$ cat src/rtl/ps2_key_tracker_if.sv
// Signal bundle between a PS/2 keyboard port and the key tracker.
// The slave modport is the tracker; the master side drives the raw lines and observes decoded state.
interface ps2_key_tracker_if #(
    parameter int NUM_KEYS = 7
);
    logic                PS2_CLK;
    logic                PS2_DAT;
    logic [NUM_KEYS-1:0] key_held;
    logic                code_valid;
    logic [7:0]          code_out;
    logic                code_ext;
    logic                code_break;
    logic                frame_err;
    logic [7:0]          err_count;

    modport master (
        output PS2_CLK, PS2_DAT,
        input  key_held, code_valid, code_out, code_ext, code_break, frame_err, err_count
    );

    modport slave (
        input  PS2_CLK, PS2_DAT,
        output key_held, code_valid, code_out, code_ext, code_break, frame_err, err_count
    );
endinterface

$ cat src/rtl/ps2_key_tracker.sv
// PS/2 receiver with E0/F0 prefix resolution and a held/released bit per mapped key.
// Optional macro PS2_KEY_TRACKER_HOTPLUG_CLR_EN: clear all held keys on BAT-pass (AA) or any frame error.
module ps2_key_tracker #(
    parameter int NUM_KEYS       = 7,
    parameter int FILTER_LEN     = 8,
    parameter int TIMEOUT_CYCLES = 100000,
    parameter logic [NUM_KEYS*9-1:0] KEY_MAP =
        {9'h01D, 9'h01B, 9'h175, 9'h172, 9'h012, 9'h014, 9'h058}
) (
    input  logic              CLOCK_50,
    input  logic              reset,
    ps2_key_tracker_if.slave  bus
);
    localparam int TO_W = $clog2(TIMEOUT_CYCLES + 1);
    localparam logic [TO_W-1:0] TO_LIM   = TO_W'(TIMEOUT_CYCLES);
    localparam logic [4:0]      FLT_LAST = 5'(FILTER_LEN - 1);

    typedef enum logic [1:0] {S_IDLE, S_DATA, S_PARITY, S_STOP} state_t;

    logic                clk_s1_q, clk_s2_q, dat_s1_q, dat_s2_q;
    logic                filt_clk_q, filt_clk_d;
    logic [4:0]          flt_cnt_q, flt_cnt_d;
    logic                strobe;
    state_t              state_q, state_d;
    logic [2:0]          bit_cnt_q, bit_cnt_d;
    logic [7:0]          shift_q, shift_d;
    logic                par_ok_q, par_ok_d;
    logic [TO_W-1:0]     to_cnt_q, to_cnt_d;
    logic                accept, err;
    logic                ext_pend_q, ext_pend_d, brk_pend_q, brk_pend_d;
    logic                code_valid_q, code_valid_d, frame_err_q, frame_err_d;
    logic [7:0]          code_out_q, code_out_d, err_count_q, err_count_d;
    logic                code_ext_q, code_ext_d, code_break_q, code_break_d;
    logic [NUM_KEYS-1:0] key_held_q, key_held_d, key_hit;

    always_ff @(posedge CLOCK_50) begin
        if (reset) begin
            clk_s1_q     <= 1'b1;
            clk_s2_q     <= 1'b1;
            dat_s1_q     <= 1'b1;
            dat_s2_q     <= 1'b1;
            filt_clk_q   <= 1'b1;
            flt_cnt_q    <= '0;
            state_q      <= S_IDLE;
            bit_cnt_q    <= '0;
            shift_q      <= '0;
            par_ok_q     <= 1'b0;
            to_cnt_q     <= '0;
            ext_pend_q   <= 1'b0;
            brk_pend_q   <= 1'b0;
            code_valid_q <= 1'b0;
            frame_err_q  <= 1'b0;
            code_out_q   <= '0;
            code_ext_q   <= 1'b0;
            code_break_q <= 1'b0;
            err_count_q  <= '0;
            key_held_q   <= '0;
        end else begin
            clk_s1_q     <= bus.PS2_CLK;
            clk_s2_q     <= clk_s1_q;
            dat_s1_q     <= bus.PS2_DAT;
            dat_s2_q     <= dat_s1_q;
            filt_clk_q   <= filt_clk_d;
            flt_cnt_q    <= flt_cnt_d;
            state_q      <= state_d;
            bit_cnt_q    <= bit_cnt_d;
            shift_q      <= shift_d;
            par_ok_q     <= par_ok_d;
            to_cnt_q     <= to_cnt_d;
            ext_pend_q   <= ext_pend_d;
            brk_pend_q   <= brk_pend_d;
            code_valid_q <= code_valid_d;
            frame_err_q  <= frame_err_d;
            code_out_q   <= code_out_d;
            code_ext_q   <= code_ext_d;
            code_break_q <= code_break_d;
            err_count_q  <= err_count_d;
            key_held_q   <= key_held_d;
        end
    end

    // Filtered clock flips only after FILTER_LEN consecutive disagreeing samples.
    always_comb begin
        flt_cnt_d  = '0;
        filt_clk_d = filt_clk_q;
        strobe     = 1'b0;
        if (clk_s2_q != filt_clk_q) begin
            if (flt_cnt_q == FLT_LAST) begin
                filt_clk_d = clk_s2_q;
                strobe     = filt_clk_q;
            end else begin
                flt_cnt_d = flt_cnt_q + 5'd1;
            end
        end
    end

    // Frame FSM; a stall inside a frame takes priority over any pending strobe.
    always_comb begin
        state_d   = state_q;
        bit_cnt_d = bit_cnt_q;
        shift_d   = shift_q;
        par_ok_d  = par_ok_q;
        to_cnt_d  = to_cnt_q;
        accept    = 1'b0;
        err       = 1'b0;
        if (state_q != S_IDLE && to_cnt_q >= TO_LIM) begin
            err       = 1'b1;
            state_d   = S_IDLE;
            to_cnt_d  = '0;
            bit_cnt_d = '0;
        end else begin
            if (state_q != S_IDLE)
                to_cnt_d = strobe ? '0 : to_cnt_q + TO_W'(1);
            if (strobe) begin
                case (state_q)
                    S_IDLE: begin
                        if (!dat_s2_q) begin
                            state_d   = S_DATA;
                            bit_cnt_d = '0;
                            to_cnt_d  = '0;
                        end
                    end
                    S_DATA: begin
                        shift_d   = {dat_s2_q, shift_q[7:1]};
                        bit_cnt_d = bit_cnt_q + 3'd1;
                        if (bit_cnt_q == 3'd7)
                            state_d = S_PARITY;
                    end
                    S_PARITY: begin
                        par_ok_d = ^{shift_q, dat_s2_q};
                        state_d  = S_STOP;
                    end
                    default: begin
                        state_d  = S_IDLE;
                        to_cnt_d = '0;
                        if (dat_s2_q && par_ok_q)
                            accept = 1'b1;
                        else
                            err = 1'b1;
                    end
                endcase
            end
        end
    end

    for (genvar gi = 0; gi < NUM_KEYS; gi++) begin : g_hit
        assign key_hit[gi] = (KEY_MAP[9*gi +: 9] == {ext_pend_q, shift_q});
    end

    always_comb begin
        ext_pend_d   = ext_pend_q;
        brk_pend_d   = brk_pend_q;
        code_valid_d = 1'b0;
        frame_err_d  = 1'b0;
        code_out_d   = code_out_q;
        code_ext_d   = code_ext_q;
        code_break_d = code_break_q;
        err_count_d  = err_count_q;
        key_held_d   = key_held_q;
        if (err) begin
            frame_err_d = 1'b1;
            ext_pend_d  = 1'b0;
            brk_pend_d  = 1'b0;
            if (err_count_q != 8'hFF)
                err_count_d = err_count_q + 8'd1;
`ifdef PS2_KEY_TRACKER_HOTPLUG_CLR_EN
            key_held_d = '0;
`endif
        end else if (accept) begin
            if (shift_q == 8'hE0) begin
                ext_pend_d = 1'b1;
            end else if (shift_q == 8'hF0) begin
                brk_pend_d = 1'b1;
            end else begin
                code_valid_d = 1'b1;
                code_out_d   = shift_q;
                code_ext_d   = ext_pend_q;
                code_break_d = brk_pend_q;
                ext_pend_d   = 1'b0;
                brk_pend_d   = 1'b0;
                key_held_d   = (key_held_q & ~key_hit) | (brk_pend_q ? '0 : key_hit);
`ifdef PS2_KEY_TRACKER_HOTPLUG_CLR_EN
                if (shift_q == 8'hAA && !ext_pend_q && !brk_pend_q)
                    key_held_d = '0;
`endif
            end
        end
    end

    assign bus.key_held   = key_held_q;
    assign bus.code_valid = code_valid_q;
    assign bus.code_out   = code_out_q;
    assign bus.code_ext   = code_ext_q;
    assign bus.code_break = code_break_q;
    assign bus.frame_err  = frame_err_q;
    assign bus.err_count  = err_count_q;
endmodule

$ cat src/flat_wrapper.sv
// flat-port wrapper written by rule: the top's interface ports become plain ports
module ps2_key_tracker_flat 
#(
    parameter int NUM_KEYS       = 7,
    parameter int FILTER_LEN     = 8,
    parameter int TIMEOUT_CYCLES = 100000,
    parameter logic [NUM_KEYS*9-1:0] KEY_MAP =
        {9'h01D, 9'h01B, 9'h175, 9'h172, 9'h012, 9'h014, 9'h058}
)
  (CLOCK_50, reset, bus_PS2_CLK, bus_PS2_DAT, bus_key_held, bus_code_valid, bus_code_out, bus_code_ext, bus_code_break, bus_frame_err, bus_err_count);
  ps2_key_tracker_if #(.NUM_KEYS(NUM_KEYS)) bus_i ();
  input  logic CLOCK_50;
  input  logic reset;
  input wire logic [$bits(bus_i.PS2_CLK)-1:0] bus_PS2_CLK;
  input wire logic [$bits(bus_i.PS2_DAT)-1:0] bus_PS2_DAT;
  output wire logic [$bits(bus_i.key_held)-1:0] bus_key_held;
  output wire logic [$bits(bus_i.code_valid)-1:0] bus_code_valid;
  output wire logic [$bits(bus_i.code_out)-1:0] bus_code_out;
  output wire logic [$bits(bus_i.code_ext)-1:0] bus_code_ext;
  output wire logic [$bits(bus_i.code_break)-1:0] bus_code_break;
  output wire logic [$bits(bus_i.frame_err)-1:0] bus_frame_err;
  output wire logic [$bits(bus_i.err_count)-1:0] bus_err_count;
  assign bus_i.PS2_CLK = bus_PS2_CLK;
  assign bus_i.PS2_DAT = bus_PS2_DAT;
  assign bus_key_held = bus_i.key_held;
  assign bus_code_valid = bus_i.code_valid;
  assign bus_code_out = bus_i.code_out;
  assign bus_code_ext = bus_i.code_ext;
  assign bus_code_break = bus_i.code_break;
  assign bus_frame_err = bus_i.frame_err;
  assign bus_err_count = bus_i.err_count;
  ps2_key_tracker #(.NUM_KEYS(NUM_KEYS), .FILTER_LEN(FILTER_LEN), .TIMEOUT_CYCLES(TIMEOUT_CYCLES), .KEY_MAP(KEY_MAP)) u_core (.CLOCK_50(CLOCK_50), .reset(reset), .bus(bus_i));
endmodule
$ cat config.mk
export PLATFORM = sky130hd
export DESIGN_NAME = ps2_key_tracker_flat
export DESIGN_NICKNAME = d
export VERILOG_FILES = /design/src/rtl/ps2_key_tracker_if.sv /design/src/rtl/ps2_key_tracker.sv /design/src/flat_wrapper.sv
export SDC_FILE = /design/constraint.sdc
export NUM_CORES = 1
export LEC_CHECK = 0
export BUFFER_PORTS_ARGS = -buffer_cell sky130_fd_sc_hd__buf_4
export CAP_MARGIN = 15
export CORE_MARGIN = 5
export CORE_UTILIZATION = 53
export DETAILED_ROUTE_END_ITERATION = 8
export GPL_TIMING_DRIVEN = 0
export PLACE_DENSITY = 0.86
export SLEW_MARGIN = 20
export SYNTH_ARGS = -nofsm -noshare
export SYNTH_HDL_FRONTEND = slang
export SYNTH_SLANG_ARGS = --single-unit
export TNS_END_PERCENT = 1
$ cat constraint.sdc
create_clock -name CLOCK_50 -period 2.06 [get_ports CLOCK_50]
set_clock_uncertainty 0.1 [all_clocks]
set_input_delay 0.412 -clock CLOCK_50 [delete_from_list [all_inputs] [get_ports CLOCK_50]]
set_output_delay 0.412 -clock CLOCK_50 [all_outputs]
set_load 0.01 [all_outputs]
Word level (Yosys, flattened, before mapping):

Cells that the tools add are included.

* equality and inequality tests: 18
* muxes and demuxes: 26
* bitwise operators: 9
* shift operators: 0
* divide/modulo/power cells: 0
* multipliers: 0
* reduce and logical (&&, ||, !) cells: 21
* add/subtract/negate cells: 4
* $lt $le $gt $ge: 1

Operator list (count)
* $mux W17: 4
* $eq A5 B9 Y1 const A: 4
* $pmux W17 S2: 1
* $eq A9 B9 Y1 const A: 2
* $add A17 B1 Y17 const B: 1
* $ge A17 B17 Y1 const B: 1
* $eq A8 B8 Y1 const B: 2
* $mux W1: 15
* $reduce_and A3 Y1: 4
* $eq A7 B9 Y1 const A: 1
* $reduce_xor A9 Y1: 1
* $add A8 B1 Y8 const B: 1
* $ne A8 B8 Y1 const B: 1
* $reduce_and A2 Y1: 4
* $and A7 B7 Y7: 1
* $mux W7: 1
* $not A7 Y7: 1
* $or A7 B7 Y7: 1
* $not A1 Y1: 6
* $pmux W2 S3: 1
* $pmux W3 S2: 1
* $reduce_or A2 Y1: 3
* $reduce_or A3 Y1: 2
* $add A5 B1 Y5 const B: 1
* 15 further kinds: 19

* input bits: 4
* memories kept: 0
* memory bits (writable): 0
* word-level logic and storage cells: 99
* ROM bits: 0
* output and inout port bits: 27
* bits in registers: 70
* latch bits: 0

Longest topological paths before layout:

* word-level depth: 8
* gate-level depth with buffers: 8
* gate-level depth less buffers: 7

Worst setup path after synthesis:

OpenSTA, ideal clock, no wires.

* path type: register to register
* start: reg u_core.flt_cnt_q[0]
* end: reg u_core.err_count_q[5], in the netlist u_core.bus.err_count[5]
* stages on the path, launching flop included: 7
* required time: 1839 ps
* clock period less this slack: 2103 ps
* slack: -43 ps
* data arrival time: 1882 ps
* path through: dfxtp_1 > ha_1 > and4bb_1 > buf_2 > nand3_1 > a2111oi_0 > mux2_2

* word-level cells in the longest chain between the ends: 6

Ends and longest elaborated chain
* start: declaration: RTL line ps2_key_tracker.sv:22 `logic [4:0] flt_cnt_q, flt_cnt_d;`
* start signal: assignment: RTL line ps2_key_tracker.sv:64 `flt_cnt_q <= flt_cnt_d;`
* $eq A5 B3 Y1: RTL line ps2_key_tracker.sv:88 `if (flt_cnt_q == FLT_LAST) begin`
* $mux W1: RTL line ps2_key_tracker.sv:88
* $mux W1: RTL line ps2_key_tracker.sv:87 `if (clk_s2_q != filt_clk_q) begin`
* $mux W1: RTL line ps2_key_tracker.sv:114 `if (strobe) begin`
* $mux W1: RTL line ps2_key_tracker.sv:106 `if (state_q != S_IDLE && to_cnt_q >= TO_LIM) begin`
* $reduce_and A2 Y1 (no line)
* end signal: assignment: RTL line ps2_key_tracker.sv:77 `err_count_q <= err_count_d;`
* end: declaration: RTL line ps2_key_tracker.sv:32 `logic [7:0] code_out_q, code_out_d, err_count_q, err_count_d;`

Every way passes these cells.
A chain may end at the register's enable or synchronous reset.

Worst setup path in the final report:

* start: reg u_core.to_cnt_q[5]
* end: reg u_core.err_count_q[4], in the netlist u_core.bus.err_count[4]

* word-level cells in the longest chain between the ends: 4

Ends and longest elaborated chain
* start: declaration: RTL line ps2_key_tracker.sv:28 `logic [TO_W-1:0] to_cnt_q, to_cnt_d;`
* start signal: assignment: RTL line ps2_key_tracker.sv:69 `to_cnt_q <= to_cnt_d;`
* $ge A17 B17 Y1: RTL line ps2_key_tracker.sv:106
* $logic_and A1 B1 Y1: RTL line ps2_key_tracker.sv:106
* $mux W1: RTL line ps2_key_tracker.sv:106
* $reduce_and A2 Y1 (no line)

Every way passes these cells.

==> flow_metrics.env <==
export IMPL_dr_wl_met3_um=565
export IMPL_path_class="flip-flop to flip-flop"
export IMPL_min_delay_start="bus_PS2_CLK"
export IMPL_multi_input_area_um2=2060
export IMPL_min_period_ns=2.12
export IMPL_arrival_ns=2.26
export IMPL_cp_required_ns=2.21
export IMPL_grt_setup_unrepaired="yes"
export IMPL_violations="negative setup slack"
export IMPL_synth_edff_count=0
export IMPL_clk_pin_slew_ns=0.08
export IMPL_max_slew_margin=0.612
export IMPL_endpoint_kind="flip-flop"
export IMPL_async_flop_share=0
export IMPL_grt_max_degree=14
export IMPL_holdPathStages=2
export IMPL_ys_ff_latch=70
export IMPL_avgViaCountPerCell=6.03
export IMPL_cts_tree="built"
export IMPL_outcome="complete, but fails checks"
export IMPL_finalSetupTns_ns=-0.178
export IMPL_ir_worst_vdd_mv=0.455
export IMPL_final_cells=510
export IMPL_yosysSeqAreaShare=0.412
export IMPL_io_pins=31
export IMPL_grtUsageTotal=0.205
export IMPL_r2r_start="u_core.to_cnt_q[5]"
export IMPL_netlist_area_um2=3400
export IMPL_root_buffer="clkbuf_8"
export IMPL_p_leak_nw=1.51
export IMPL_post_dp_hpwl_um=5330
export IMPL_fin_nets=442
export IMPL_die_h_um=90.1
export IMPL_area_growth_syn_to_layout_pct=23.5
export IMPL_n_fill_cell=482
export IMPL_final_seq_area_um2=1420
export IMPL_start_util=0.539
export IMPL_yosysTopAreaCellShare=0.412
export IMPL_chipWidth_um=90.1
export IMPL_clk_path_buf_depth=2
export IMPL_holdBufCountCts=0
export IMPL_ant_nets=0
export IMPL_hold_viol=0
export IMPL_ys_types=49
export IMPL_fin_total_pwr_w=0.00253
export IMPL_num_rows=29
export IMPL_highest_signal_layer="met4"
export IMPL_io_buffer_count=30
export IMPL_antenna_found_initial=0
export IMPL_syn_avg_cell_area_um2=8.79
export IMPL_hp_class="primary input to flip-flop"
export IMPL_grt_pass1_wl_um=14100
export IMPL_grt_overflow_total=0
export IMPL_drv_cap=0
export IMPL_synth_most_common_cell="dfxtp_1"
export IMPL_r2r_cells=7
export IMPL_clock_latency_ns=0.35
export IMPL_max_freq_mhz=472
export IMPL_fin_crit_sh=1.03
export IMPL_drc=0
export IMPL_core_area_um2=6310
export IMPL_grt_pass1_vias=2988
export IMPL_drt_first_iter_violations=268
export IMPL_cts_max_level=3
export IMPL_whs_ns=0.146
export IMPL_place_inst=494
export IMPL_syn_nets=401
export IMPL_synth_area_leader_cell="dfxtp_1"
export IMPL_finalMaxSlewViolations=0
export IMPL_cp_startpoint="u_core.to_cnt_q[5]"
export IMPL_path_max_fanout=10
export IMPL_crit_path_start_kind="flip-flop"
export IMPL_dpl_worst_slack_ns=-0.371
export IMPL_met1_length_um=3460
export IMPL_synth_commonest_cells="dfxtp_1 (70), nor2_1 (41), nand3_1 (26), a21oi_1 (24), clkbuf_1 (20)"
export IMPL_totalWireLength_um=8600
export IMPL_power_density_nw_per_um2=602
export IMPL_yosysWarningCount=0
export IMPL_diodes=0
export IMPL_syn_inst=387
export IMPL_setup_viol=7
export IMPL_routedWlPerCell_um=16.9
export IMPL_setup_slack_ns=-0.0567
export IMPL_worst_pin_slew_ns=0.578
export IMPL_vias=3074
export IMPL_synth_area_top_cells="dfxtp_1 (41%), nor2_1 (4.5%), nand3_1 (3.8%)"
export IMPL_gp_congestion=0.848
export IMPL_synth_top_flop_cell="dfxtp_1"
export IMPL_firstDrtPassIters=5
export IMPL_fp_dieArea_um2=8120
export IMPL_clkSinkCount=70
export IMPL_routed_wl_met2_um=4290
export IMPL_drive_gt1_frac=0.256
export IMPL_cts_buffers=9
-- state kept, by name, summed over array words and instances (netlist names), 2 cells and up, named ones only --
register,count
u_core.bit_cnt_q,3
u_core.state_q,2
u_core.flt_cnt_q,5
u_core.bus.err_count,8
u_core.shift_q,8
u_core.bus.code_out,8
u_core.to_cnt_q,17
-- worst max-delay path: stages (launching register included) --
cell and delay [ns]:
dfxtp_1 0.39, o21a_1 0.15, o211ai_1 0.16, buf_4 0.18, a21o_4 0.24, clkbuf_16 0.18
a211oi_4 0.29, mux2_4 0.33
-- worst paths after layout --
kind / endpoint / slack, ns
worst max register to register: u_core.bus.err_count[4] / -0.06
worst max-delay path: u_core.bus.err_count[4] / -0.06
worst min-delay path: u_core.clk_s1_q / 0.15
worst min register to register: u_core.dat_s2_q / 0.32
-- cell families after synthesis --
kind of cell | synth area share
AND/OR/NAND/NOR | 0.263
AO/OA/AOI/OAI | 0.125
XOR/XNOR | 0.0710
adder cells (fa/ha/maj) | 0.0368
flip-flops | 0.412
buffers and inverters | 0.0401
multiplexers | 0.0522
-- timing repair --
action | CTS | global route
setup endpoints to repair | 49 | 38
hold endpoints to repair | 0 | 0
pin swaps | 2 | 5
gates resized for setup | 33 | 36
buffers inserted | 0 | 3
cloned | 0 | 1
-- stage by stage --
step,util,cell area (um2)
global route,0.665,4200
detailed placement,0.592,3740
finish,0.665,4200
global placement,0.592,3740
CTS,0.643,4060
floorplan,-,3420
-- layer usage --
layer,up-vias,GRT usage
li1,1440,-
met1,1458,0.243
met2,147,0.349
met3,29,0.0467
met4,0,0.0980
met5,-,0
-- power breakdown --
part / internal, W / switching, W
Combinational: 0.0000227 / 0.0000392
Sequential: 0.00135 / 0.00000224
Clock: 0.000562 / 0.000549
-- layout make-up --
| class | count | share of cell area |
|---|---|---|
| buffer | 20 | 0.0313 |
| tap | 77 | 0.0229 |
| multi-input combinational | 282 | 0.491 |
| timing repair buffer | 34 | 0.0608 |
| clock inverter | 7 | 0.0176 |
| sequential | 70 | 0.337 |
| inverter | 11 | 0.00983 |
| clock buffer | 9 | 0.0295 |
-- placed cells by master, fill, tap and decap left out, drive strengths merged, types with 4 or more instances in the layout --
cell	synthesis	final
dfxtp	70	70
nor2	41	41
buf	4	40
nand3	26	26
a21oi	24	24
clkbuf	20	23
nand2b	19	19
xor2	14	14
nand2	14	14
o21ai	12	12
inv	11	12
mux2i	11	11
xnor2	11	11
nor2b	10	10
ha	10	10
nand4	8	8
or2	7	7
mux2	6	6
or4	5	5
nor3	5	5
a2111oi	5	5
o21a	4	4
o211ai	4	4
and3	4	4
o31ai	4	4
a211o	4	4
a211oi	4	4
clkinv	0	4
(Power assumes the default switching activity.)
